## config.mk

```make
export PLATFORM = sky130hd
export DESIGN_NAME = int_capture
export DESIGN_NICKNAME = d
export VERILOG_FILES = /design/src/rtl/int_capture.sv
export SDC_FILE = /design/constraint.sdc
export NUM_CORES = 1
export LEC_CHECK = 0
export CORE_ASPECT_RATIO = 1.1
export CORE_MARGIN = 8
export CORE_UTILIZATION = 28
export CTS_BUF_LIST = sky130_fd_sc_hd__clkbuf_2 sky130_fd_sc_hd__clkbuf_4 sky130_fd_sc_hd__clkbuf_8
export DETAILED_ROUTE_END_ITERATION = 8
export REMOVE_ABC_BUFFERS = 1
export SYNTH_ARGS = -nofsm -noshare
export SYNTH_HDL_FRONTEND = slang
export SYNTH_SLANG_ARGS = --single-unit
```

## constraint.sdc

```tcl
create_clock -name clk -period 1.25 [get_ports clk]
set_input_delay 0.375 -clock clk [delete_from_list [all_inputs] [get_ports clk]]
set_output_delay 0.375 -clock clk [all_outputs]
set_load 0.02 [all_outputs]
```

## src/rtl/int_capture.sv

```systemverilog
// Four-line external interrupt capture: synchronizers, edge-triggered pending latches, mask and
// a single-level IDLE/SERVICE handshake. Define INT_CAPTURE_OVF_EN to add sticky overflow flags.
module int_capture #(
  parameter int unsigned SYNC_STAGES = 2
) (
  input  logic       clk,
  input  logic       reset,
  input  logic [3:0] irq_in,
  input  logic       mask_we,
  input  logic [3:0] mask_wdata,
  input  logic       s_interrup,
  input  logic       fin,
`ifdef INT_CAPTURE_OVF_EN
  output logic [3:0] ovf,
`endif
  output logic       iport1,
  output logic       iport2,
  output logic       iport3,
  output logic       iport4,
  output logic [3:0] pending,
  output logic       in_service,
  output logic [1:0] svc_id
);

  typedef enum logic [0:0] {StIdle, StService} state_e;

  state_e     state_q, state_d;
  logic [3:0] sync_q [SYNC_STAGES];
  logic [3:0] prev_q;
  logic [3:0] pending_q, pending_d;
  logic [3:0] mask_q, mask_d;
  logic [3:0] iport_q;
  logic [1:0] svc_id_q, svc_id_d;
  logic [3:0] synced, rise, req, clr;
  logic [1:0] acc_idx;
  logic       acc_hit, accept;

  assign synced = sync_q[SYNC_STAGES-1];
  assign rise   = synced & ~prev_q;
  assign req    = pending_q & mask_q;

  // Lowest index wins: port 1 has the highest priority.
  always_comb begin
    acc_hit = 1'b0;
    acc_idx = 2'd0;
    for (int i = 3; i >= 0; i--) begin
      if (req[i]) begin
        acc_hit = 1'b1;
        acc_idx = 2'(i);
      end
    end
  end

  assign accept = (state_q == StIdle) && s_interrup && acc_hit;
  assign clr    = accept ? (4'b0001 << acc_idx) : 4'b0000;

  always_comb begin
    state_d   = state_q;
    pending_d = (pending_q & ~clr) | rise;  // a fresh edge beats a same-cycle clear
    mask_d    = mask_we ? mask_wdata : mask_q;
    svc_id_d  = accept ? acc_idx : svc_id_q;
    unique case (state_q)
      StIdle:    if (s_interrup) state_d = StService;
      StService: if (fin)        state_d = StIdle;
      default:   state_d = StIdle;
    endcase
  end

  always_ff @(posedge clk or negedge reset) begin
    if (!reset) begin
      for (int unsigned k = 0; k < SYNC_STAGES; k++) sync_q[k] <= '0;
      prev_q    <= '0;
      pending_q <= '0;
      mask_q    <= 4'b1111;
      iport_q   <= '0;
      svc_id_q  <= '0;
      state_q   <= StIdle;
    end else begin
      sync_q[0] <= irq_in;
      for (int unsigned k = 1; k < SYNC_STAGES; k++) sync_q[k] <= sync_q[k-1];
      prev_q    <= synced;
      pending_q <= pending_d;
      mask_q    <= mask_d;
      iport_q   <= pending_q & mask_q;
      svc_id_q  <= svc_id_d;
      state_q   <= state_d;
    end
  end

`ifdef INT_CAPTURE_OVF_EN
  logic [3:0] ovf_q, ovf_d;

  always_comb begin
    ovf_d = ovf_q;
    if (mask_we) ovf_d = ovf_d & mask_wdata;
    ovf_d = ovf_d | (rise & pending_q);
  end

  always_ff @(posedge clk or negedge reset) begin
    if (!reset) ovf_q <= '0;
    else        ovf_q <= ovf_d;
  end

  assign ovf = ovf_q;
`endif

  assign iport1     = iport_q[0];
  assign iport2     = iport_q[1];
  assign iport3     = iport_q[2];
  assign iport4     = iport_q[3];
  assign pending    = pending_q;
  assign in_service = (state_q == StService);
  assign svc_id     = svc_id_q;

endmodule
```

; Word-level counts from Yosys, hierarchy flattened
; Cells that the tools add are included.
[op_classes]
n_shift = 1
n_mux = 12
bitwise = 7
reduce_logical = 2
[ops]
columns = op, n
row1 = $and A4 B4 Y4, 3
row2 = $mux W2, 4
row3 = $not A4 Y4, 2
row4 = $mux W1, 6
row5 = $mux W4, 1
row6 = $or A4 B4 Y4, 1
row7 = $shl A1 B2 Y4 const A, 1
row8 = $logic_and A1 B1 Y1, 2
row9 = $pmux W1 S2, 1
row10 = $not A1 Y1, 1
[word_totals]
register_bits = 27
output_inout_bits = 11

; Longest topological paths before layout
; Gate-level depths: netlist (run 1).
[depth]
ltp_word = 10
depth_mapped = 4
depth_no_buf = 4

; Least setup slack after synthesis (run 1)
; Ideal clock, no wire load.
[synth_path]
kind = register to register
from = register pending_q[1], in the netlist pending[1]
to = register pending_q[3], in the netlist pending[3]
t_arrival_ps = 951
setup_slack_ps = 178
stages_incl_launch_ff = 4
path_buffers = 0
path_cell_list = dfrtp_1 a22oi_2 nand4_1 a22o_1
[synth_via]
elab_chain_cells = 8
word_cells_on_any_way = 11
[synth_lines]
columns = element, line
row1 = "start, declared", 30  ; logic [3:0] pending_q, pending_d;
row2 = "start signal, assigned", 82  ; pending_q <= pending_d;
row3 = $and A4 B4 Y4 (*), 40  ; assign req = pending_q & mask_q;
row4 = $mux W2 / $mux W1 (equally long branches) (2 in series), 47  ; if (req[i]) begin
row5 = $shl A1 B2 Y4 / $logic_and A1 B1 Y1 (equally long branches), "55, 54"
row6 = $mux W4 (*), 55  ; assign clr = accept ? (4'b0001 << acc_idx) : 4'b0000;
row7 = $not A4 Y4 (*), 59  ; pending_d = (pending_q & ~clr) | rise;
row8 = $and A4 B4 Y4 (*), 59
row9 = $or A4 B4 Y4 (*), 59
row10 = net pending_d[3], 30
; Mark *: on every way through the listed nets, which the timed path passes. The rest lies on a longest branch.
; A chain may end at the register's enable or synchronous reset.

; Worst setup path in the final report (run 1)
[layout_path]
from = register pending_q[1], in the netlist pending[1]
to = output port pending[1]
[layout_rtl]
columns = element, line
row1 = "end, declared", 20  ; output logic [3:0] pending,
; No word-level cell between the ends.

==> results.sh, run 1 <==
export IMPL_status="finished with violations"
export IMPL_violations="setup timing"
export IMPL_tritoncts_num_sinks=27
export IMPL_cp_arrival_ns=0.88
export IMPL_cp_end_kind="output pin"
export IMPL_dr_pass1_iters=2
export IMPL_chipHeight_um=75.7
export IMPL_dieArea_um2=5320
export IMPL_synth_seq_cells=27
export IMPL_clkLatencyLatePin_ns=0.31
export IMPL_powerDensity_nw_per_um2=1500
export IMPL_final_min_clock_period_ns=1.26
export IMPL_nets=112
export IMPL_drv_cap=0
export IMPL_cellLeakagePower_uw=0.000628
export IMPL_dp_hpwl_mm=1.23
export IMPL_via_per_inst=4.28
export IMPL_worstHoldPathType="reg2reg"
export IMPL_syn_to_final_growth_pct=45.0
export IMPL_final_cells=132
export IMPL_grt_pass1_vias=647
export IMPL_yosysTopAreaCell="dfrtp_1"
export IMPL_wl_mm=1.61
export IMPL_grt_max_degree=28
export IMPL_crit_family="flip-flops"
export IMPL_antenna_found_initial=0
export IMPL_setup_viol=2
export IMPL_startpoint_type="flip-flop"
export IMPL_met1_length_um=741
export IMPL_clk_path_buf_depth=2
export IMPL_fin_crit_sh=1.01
export IMPL_avgSynthCellArea_um2=14.9
export IMPL_ys_seq_area_frac=0.750
export IMPL_antenna_left=0
export IMPL_yosys_top_cells_area="dfrtp_1, dfstp_2, mux2_2"
export IMPL_slew_limit_headroom=0.871
export IMPL_root_buffer="clkbuf_4"
export IMPL_yosysTopAreaCellShare=0.634
export IMPL_die_x_um=70.3
export IMPL_total_power_uw=1970
export IMPL_grt_pass1_wl_mm=2.87
export IMPL_antenna_cells=0
export IMPL_top_layer_used="met4"
export IMPL_clkTransAtPathRegs_ns=0.13
export IMPL_avgRoutedWirePerCell_um=12.2
export IMPL_critical_path_class="reg2out"
export IMPL_drt_initial_drc_count=16
export IMPL_layout_commonest_cell="dfrtp_1"
export IMPL_holdWs_ns=0.364
export IMPL_wl_met2_um=721
export IMPL_tns_ns=-0.0104
export IMPL_fin_worst_skew_ns=0.00327
export IMPL_critPathRequiredTime_ns=0.88
export IMPL_worstPathMaxFanout=2
export IMPL_netlist_area_um2=907
export IMPL_path_cells="buf_6"
export IMPL_placed_cells=127
export IMPL_syn_instance_count=61
export IMPL_hold_viol=0
export IMPL_fillerInstances=285
export IMPL_final_area_um2=1320
export IMPL_drive_gt1_frac=0.367
export IMPL_max_freq_mhz=795
export IMPL_cts_tree="built"
export IMPL_placed_cell_area_um2=1260
export IMPL_grt_setup_unrepaired="true"
export IMPL_route_met3_wl_um=129
export IMPL_grt_overflow=0
export IMPL_io_buffer_count=23
export IMPL_peakVddDrop_v=0.000837
export IMPL_final_cell_mix="dfrtp_1, clkdlybuf4s50_1, buf_6"
export IMPL_worst_pin_slew_ns=0.193
export IMPL_yosysUniqueCellTypes=15
export IMPL_core_area_um2=3070
export IMPL_htreeDepth=1
export IMPL_timing_final_ws_setup_ns=-0.00772
export IMPL_num_vias=565
export IMPL_ctsHoldBuffers=0
export IMPL_place_congestion=0.771
export IMPL_cts_made_buffers=3
export IMPL_critical_path_buf_inv_count=1
export IMPL_cpMaxStageDelayCell="dfrtp_1"
export IMPL_cpPeakStageDelay_ns=0.43
export IMPL_drcViolationCount=0
export IMPL_start_util=0.295
export IMPL_slew_viol_final=0
export IMPL_io_pins=24
export IMPL_num_rows=21
export IMPL_ys_warn_count=0
export IMPL_grt_use_total=0.0684
area by class of cell:
class	count	area, um^2	share of cell area
multi-input combinational	25	193	0.147
sequential	27	681	0.518
inverter	9	33.8	0.0257
tap	34	42.5	0.0324
clock buffer	4	30.0	0.0228
timing repair buffer	33	335	0.255
where the power goes:
part | leakage [uW] | switching (uW) | total (uW) | internal [uW]
combinational | 0.000303 | 228 | 541 | 313
clock | 0.0000184 | 230 | 377 | 146
sequential | 0.000306 | 67.3 | 1050 | 985
total | 0.000628 | 526 | 1970 | 1440
routing by layer:
metal / global-route usage / up-vias
li1: - / 276
met4: 0.0469 / 0
met1: 0.0802 / 268
met2: 0.101 / 19
met3: 0.0286 / 2
met5: 0 / -
per-stage QoR:
step	utilization	setup slack (ns)
floorplan	-	0.178
global placement	0.410	-0.195
detailed placement	0.410	-0.229
CTS	0.418	-0.0489
global route	0.428	-0.0660
finish	0.428	-0.00772
logic make-up (layout without fill, tap and decap cells):
| kind of cell | after synthesis | count (layout) | synth area share |
|---|---|---|---|
| flip-flops | 27 | 27 | 0.750 |
| AND/OR/NAND/NOR | 10 | 10 | 0.0690 |
| buffers and inverters | 9 | 46 | 0.0372 |
| AO/OA/AOI/OAI | 11 | 11 | 0.0938 |
| multiplexers | 4 | 4 | 0.0497 |
flip-flops by register name (all words and copies together) (netlist names):
register	cells
mask_q	4
pending	4
svc_id	2
synced	4
sync_q	4
iport_q	4
prev_q	4
in_service	1
Yosys cell counts, drive strengths merged:
master / n
dfrtp: 23
inv: 9
nand2: 5
a22o: 4
dfstp: 4
mux2: 4
a21oi: 2
nand3: 2
o21ai: 2
a22oi: 1
a2bb2oi: 1
nand2b: 1
nand4: 1
nor2b: 1
o22a: 1
repair_timing:
| action | CTS | global route |
|---|---|---|
| setup buffers | 1 | 1 |
| endpoints found under the setup margin | 11 | 13 |
| pin swaps | 1 | 4 |
| gates resized for setup | 58 | 9 |
| cloned | 0 | 0 |
path summary, 6_finish.rpt:
path                            start         end  slack [ns]  cells after the start
setup reg to reg           pending[1]  pending[3]        0.08                      4
setup / recovery           pending[1]  pending[1]      -0.008                      1
hold reg to reg             sync_q[5]   synced[1]        0.36                      0
max in group asynchronous       reset   mask_q[0]        0.63                      2
min in group asynchronous       reset   sync_q[7]        0.39                      2
hold / removal              sync_q[5]   synced[1]        0.36                      0
Power figures use the tool's default switching activity.
==> inputs of run 2 (changes only) <==
- CORE_UTILIZATION: 28 -> 30
- MAX_ROUTING_LAYER: default -> met4
- SETUP_SLACK_MARGIN: default -> 0.02
==> results.sh, run 2 (synthesis gave the netlist of run 1 again) <==
export IMPL_pwr_share_clk=0.190
export IMPL_htreeDepth=1
export IMPL_ctsHoldBuffers=0
export IMPL_path_cells="buf_6"
export IMPL_cts_made_buffers=3
export IMPL_drt_initial_drc_count=12
export IMPL_place_congestion=0.752
export IMPL_dr_pass1_iters=3
export IMPL_io_pins=24
export IMPL_clkLatencyLatePin_ns=0.31
export IMPL_root_buffer="clkbuf_4"
export IMPL_num_rows=21
export IMPL_slew_limit_headroom=0.872
export IMPL_antenna_left=0
export IMPL_layout_commonest_cell="dfrtp_1"
export IMPL_powerDensity_nw_per_um2=1500
export IMPL_grt_pass1_vias=594
export IMPL_via_per_inst=4.26
export IMPL_cellLeakagePower_uw=0.000640
export IMPL_grt_use_total=0.0752
export IMPL_p_seq_frac=0.524
export IMPL_share_comb_of_total_power=0.285
export IMPL_internal_power_uw=1470
export IMPL_core_area_um2=2970
export IMPL_drive_gt1_frac=0.386
export IMPL_critical_path_class="reg2out"
export IMPL_pre_cts_ws_ns=-0.225
export IMPL_grt_overflow=0
export IMPL_cp_end_kind="output pin"
export IMPL_critPathRequiredTime_ns=0.88
export IMPL_num_vias=575
export IMPL_nets=115
export IMPL_timing_final_ws_setup_ns=-0.00538
export IMPL_syn_to_final_growth_pct=47.0
export IMPL_worstPathMaxFanout=2
export IMPL_slew_viol_final=0
export IMPL_startpoint_type="flip-flop"
export IMPL_crit_family="flip-flops"
export IMPL_worst_pin_slew_ns=0.189
export IMPL_cpMaxStageDelayCell="dfrtp_1"
export IMPL_dp_hpwl_mm=1.24
export IMPL_final_cell_mix="dfrtp_1, clkdlybuf4s50_1, buf_4"
export IMPL_status="finished with violations"
export IMPL_drv_cap=0
export IMPL_grt_setup_unrepaired="true"
export IMPL_avgRoutedWirePerCell_um=12.4
export IMPL_cts_tree="built"
export IMPL_wl_mm=1.68
export IMPL_antenna_cells=0
export IMPL_hp_start="sync_q[7]"
export IMPL_hold_viol=0
export IMPL_grt_pass1_wl_mm=2.70
export IMPL_dieArea_um2=5040
export IMPL_io_buffer_count=23
export IMPL_switching_share=0.268
export IMPL_tritoncts_num_sinks=27
export IMPL_final_min_clock_period_ns=1.26
export IMPL_fin_crit_sh=1.00
export IMPL_start_util=0.306
export IMPL_cpPeakStageDelay_ns=0.43
export IMPL_clk_path_buf_depth=2
export IMPL_fin_worst_skew_ns=0.00192
export IMPL_r2r_start="mask_q[1]"
export IMPL_placed_cells=127
export IMPL_grt_max_degree=28
export IMPL_violations="setup timing"
export IMPL_drcViolationCount=0
export IMPL_setup_viol=3
export IMPL_worstHoldPathType="reg2reg"
export IMPL_chipHeight_um=73.7
export IMPL_antenna_found_initial=0
export IMPL_p_sw_uw=536
export IMPL_critical_path_buf_inv_count=1
export IMPL_cp_arrival_ns=0.88
export IMPL_die_x_um=68.4
export IMPL_peakVddDrop_v=0.000709
export IMPL_startpoint="pending[0]"
export IMPL_max_freq_mhz=797
export IMPL_final_cells=135
export IMPL_clkTransAtPathRegs_ns=0.13
[run 2: path summary, 6_finish.rpt]
kind	endpoint	slack, ns	cells past startpoint
hold reg to reg	synced[3]	0.37	0
setup reg to reg	svc_id[1]	0.03	4
max in group asynchronous	mask_q[0]	0.64	2
min in group asynchronous	sync_q[7]	0.39	2
setup / recovery	pending[0]	-0.005	1
hold / removal	synced[3]	0.37	0
[run 2: final cells by class]
class	count	area, um^2
Clock buffer	4	30.0
Fill cell	286	1640
Inverter	9	33.8
Multi-Input combinational cell	25	193
Sequential cell	27	681
Tap cell	34	42.5
Timing Repair Buffer	36	354
[run 2: power groups by stage]
stage | clock network (uW) | registers [uW] | logic, uW
2_1_floorplan | 0 | 1150 | 116
3_3_place_gp | 0 | 1050 | 520
3_5_place_dp | 0 | 1060 | 526
4_1_cts | 404 | 1050 | 549
5_1_grt | 441 | 1070 | 616
6_report | 381 | 1050 | 572
[run 2: timing repair]
action | in CTS | in global routing
setup endpoints to repair | 11 | 13
resized for setup | 64 | 2
pin swaps | 3 | 3
buffers inserted | 3 | 2
[run 2: worst reg2reg max path, stage by stage, from the launching register on]
cell	delay, ns
dfstp_2	0.59
a22oi_2	0.10
buf_4	0.14
buf_4	0.12
o22a_1	0.18
[run 2: routing by layer]
metal | vias up | global-route usage | share of wire
met5 | - | - | 0
met4 | 0 | 0.0615 | 0.030
met3 | 4 | 0.0244 | 0.083
met2 | 22 | 0.0962 | 0.43
met1 | 266 | 0.0927 | 0.45
li1 | 283 | - | -
[run 2: metrics by stage]
stage	hold WS, ns	area, um^2	util	power, uW	setup TNS (ns)
6_report	0.367	1330	0.449	2000	-0.00769
3_5_place_dp	0.336	1260	0.424	1580	-2.21
5_1_grt	0.374	1330	0.449	2120	-0.379
2_1_floorplan	0.0794	907	-	1260	0
4_1_cts	0.368	1310	0.442	2010	-0.143
3_3_place_gp	0.334	1260	0.424	1570	-2.00
==> inputs of run 3 (changes only) <==
- CORE_MARGIN: 8 -> default
- CTS_CLUSTER_DIAMETER: default -> 50
==> results.sh, run 3 (synthesis gave the netlist of run 1 again) <==
export IMPL_grt_pass1_vias=609
export IMPL_cpMaxStageDelayCell="dfrtp_1"
export IMPL_hold_viol=0
export IMPL_slew_viol_final=0
export IMPL_clkLatencyLatePin_ns=0.31
export IMPL_dieArea_um2=3250
export IMPL_htreeDepth=1
export IMPL_nets=115
export IMPL_via_per_inst=4.33
export IMPL_placed_cells=125
export IMPL_crit_family="flip-flops"
export IMPL_path_cells="buf_6"
export IMPL_final_cell_mix="dfrtp_1, buf_4, clkdlybuf4s50_1, buf_6, inv_1"
export IMPL_setup_viol=1
export IMPL_drv_cap=0
export IMPL_worst_pin_slew_ns=0.212
export IMPL_timing_final_ws_setup_ns=-0.00193
export IMPL_grt_use_total=0.122
export IMPL_place_congestion=0.745
export IMPL_grt_overflow=0
export IMPL_die_x_um=54.4
export IMPL_tns_ns=-0.00193
export IMPL_antenna_cells=0
export IMPL_grt_pass1_wl_mm=2.64
export IMPL_worstHoldPathType="reg2reg"
export IMPL_dr_pass1_iters=2
export IMPL_ctsHoldBuffers=0
export IMPL_cellLeakagePower_uw=0.000649
export IMPL_root_buffer="clkbuf_4"
export IMPL_p_sw_uw=541
export IMPL_final_min_clock_period_ns=1.25
export IMPL_drt_initial_drc_count=1
export IMPL_violations="setup timing"
export IMPL_chipHeight_um=59.7
export IMPL_internal_power_uw=1450
export IMPL_layout_commonest_cell="dfrtp_1"
export IMPL_fin_worst_skew_ns=0.00454
export IMPL_final_cells=134
export IMPL_critical_path_class="reg2out"
export IMPL_fin_crit_sh=1.00
export IMPL_num_vias=580
export IMPL_slew_limit_headroom=0.858
export IMPL_io_pins=24
export IMPL_clk_path_buf_depth=2
export IMPL_max_freq_mhz=799
export IMPL_cts_tree="built"
export IMPL_switching_share=0.271
export IMPL_cts_made_buffers=3
export IMPL_status="finished with violations"
export IMPL_cp_arrival_ns=0.88
export IMPL_num_rows=20
export IMPL_peakVddDrop_v=0.000728
export IMPL_tritoncts_num_sinks=27
export IMPL_cp_end_kind="output pin"
export IMPL_antenna_found_initial=0
export IMPL_io_buffer_count=23
export IMPL_drive_gt1_frac=0.386
export IMPL_grt_max_degree=28
export IMPL_worstPathMaxFanout=2
export IMPL_avgRoutedWirePerCell_um=11.0
export IMPL_clkTransAtPathRegs_ns=0.14
export IMPL_post_route_util=0.471
export IMPL_powerDensity_nw_per_um2=1500
export IMPL_drcViolationCount=0
export IMPL_pwr_share_clk=0.180
export IMPL_grt_setup_unrepaired="true"
export IMPL_critPathRequiredTime_ns=0.88
export IMPL_share_comb_of_total_power=0.294
export IMPL_cpPeakStageDelay_ns=0.42
export IMPL_startpoint_type="flip-flop"
export IMPL_start_util=0.321
export IMPL_wl_mm=1.47
export IMPL_core_area_um2=2830
export IMPL_dp_hpwl_mm=1.03
export IMPL_syn_to_final_growth_pct=46.9
export IMPL_critical_path_buf_inv_count=1
export IMPL_p_seq_frac=0.526
export IMPL_antenna_left=0
[run 3: layout make-up]
class | instances | area [um^2]
Clock inverter | 1 | 5.00
Multi-Input combinational cell | 25 | 193
Sequential cell | 27 | 681
Tap cell | 33 | 41.3
Fill cell | 254 | 1500
Inverter | 9 | 33.8
Clock buffer | 3 | 22.5
Timing Repair Buffer | 36 | 357
[run 3: power by group through the flow]
stage / combinational [uW] / sequential [uW] / clock [uW]
after floorplan: 116 / 1150 / 0
after global placement: 510 / 1050 / 0
after detailed placement: 516 / 1050 / 0
after CTS: 566 / 1050 / 392
after global routing: 634 / 1070 / 427
final: 586 / 1050 / 359
[run 3: final timing paths]
kind,startpoint,to,slack [ns],cells past startpoint
min,sync_q[5],synced[1],0.36,0
min in group asynchronous,reset,sync_q[7],0.38,2
max reg2reg,mask_q[1],svc_id[1],0.04,4
max,pending[2],pending[2],-0.002,1
min reg2reg,sync_q[5],synced[1],0.36,0
max in group asynchronous,reset,mask_q[1],0.64,2
[run 3: per-stage QoR]
| step | total power [uW] | hold WS [ns] | instance area, um^2 | setup WS, ns |
|---|---|---|---|---|
| final | 1990 | 0.364 | 1330 | -0.00193 |
| after global routing | 2130 | 0.369 | 1330 | -0.0548 |
| after CTS | 2010 | 0.368 | 1320 | -0.0276 |
| after detailed placement | 1570 | 0.336 | 1250 | -0.312 |
| after global placement | 1560 | 0.334 | 1250 | -0.271 |
| after floorplan | 1260 | 0.0794 | 907 | 0.178 |
[run 3: metal layers]
layer / global-route usage / part of all wire / routed length (um)
met5: - / 0 / 0
met1: 0.154 / 0.46 / 678
met3: 0.0229 / 0.057 / 84
met2: 0.181 / 0.47 / 693
met4: 0.0659 / 0.0095 / 14
[run 3: repair_timing]
action	in CTS	in global routing
resized for setup	66	1
setup buffers	4	2
setup endpoints to repair	11	13
pin swaps	3	1
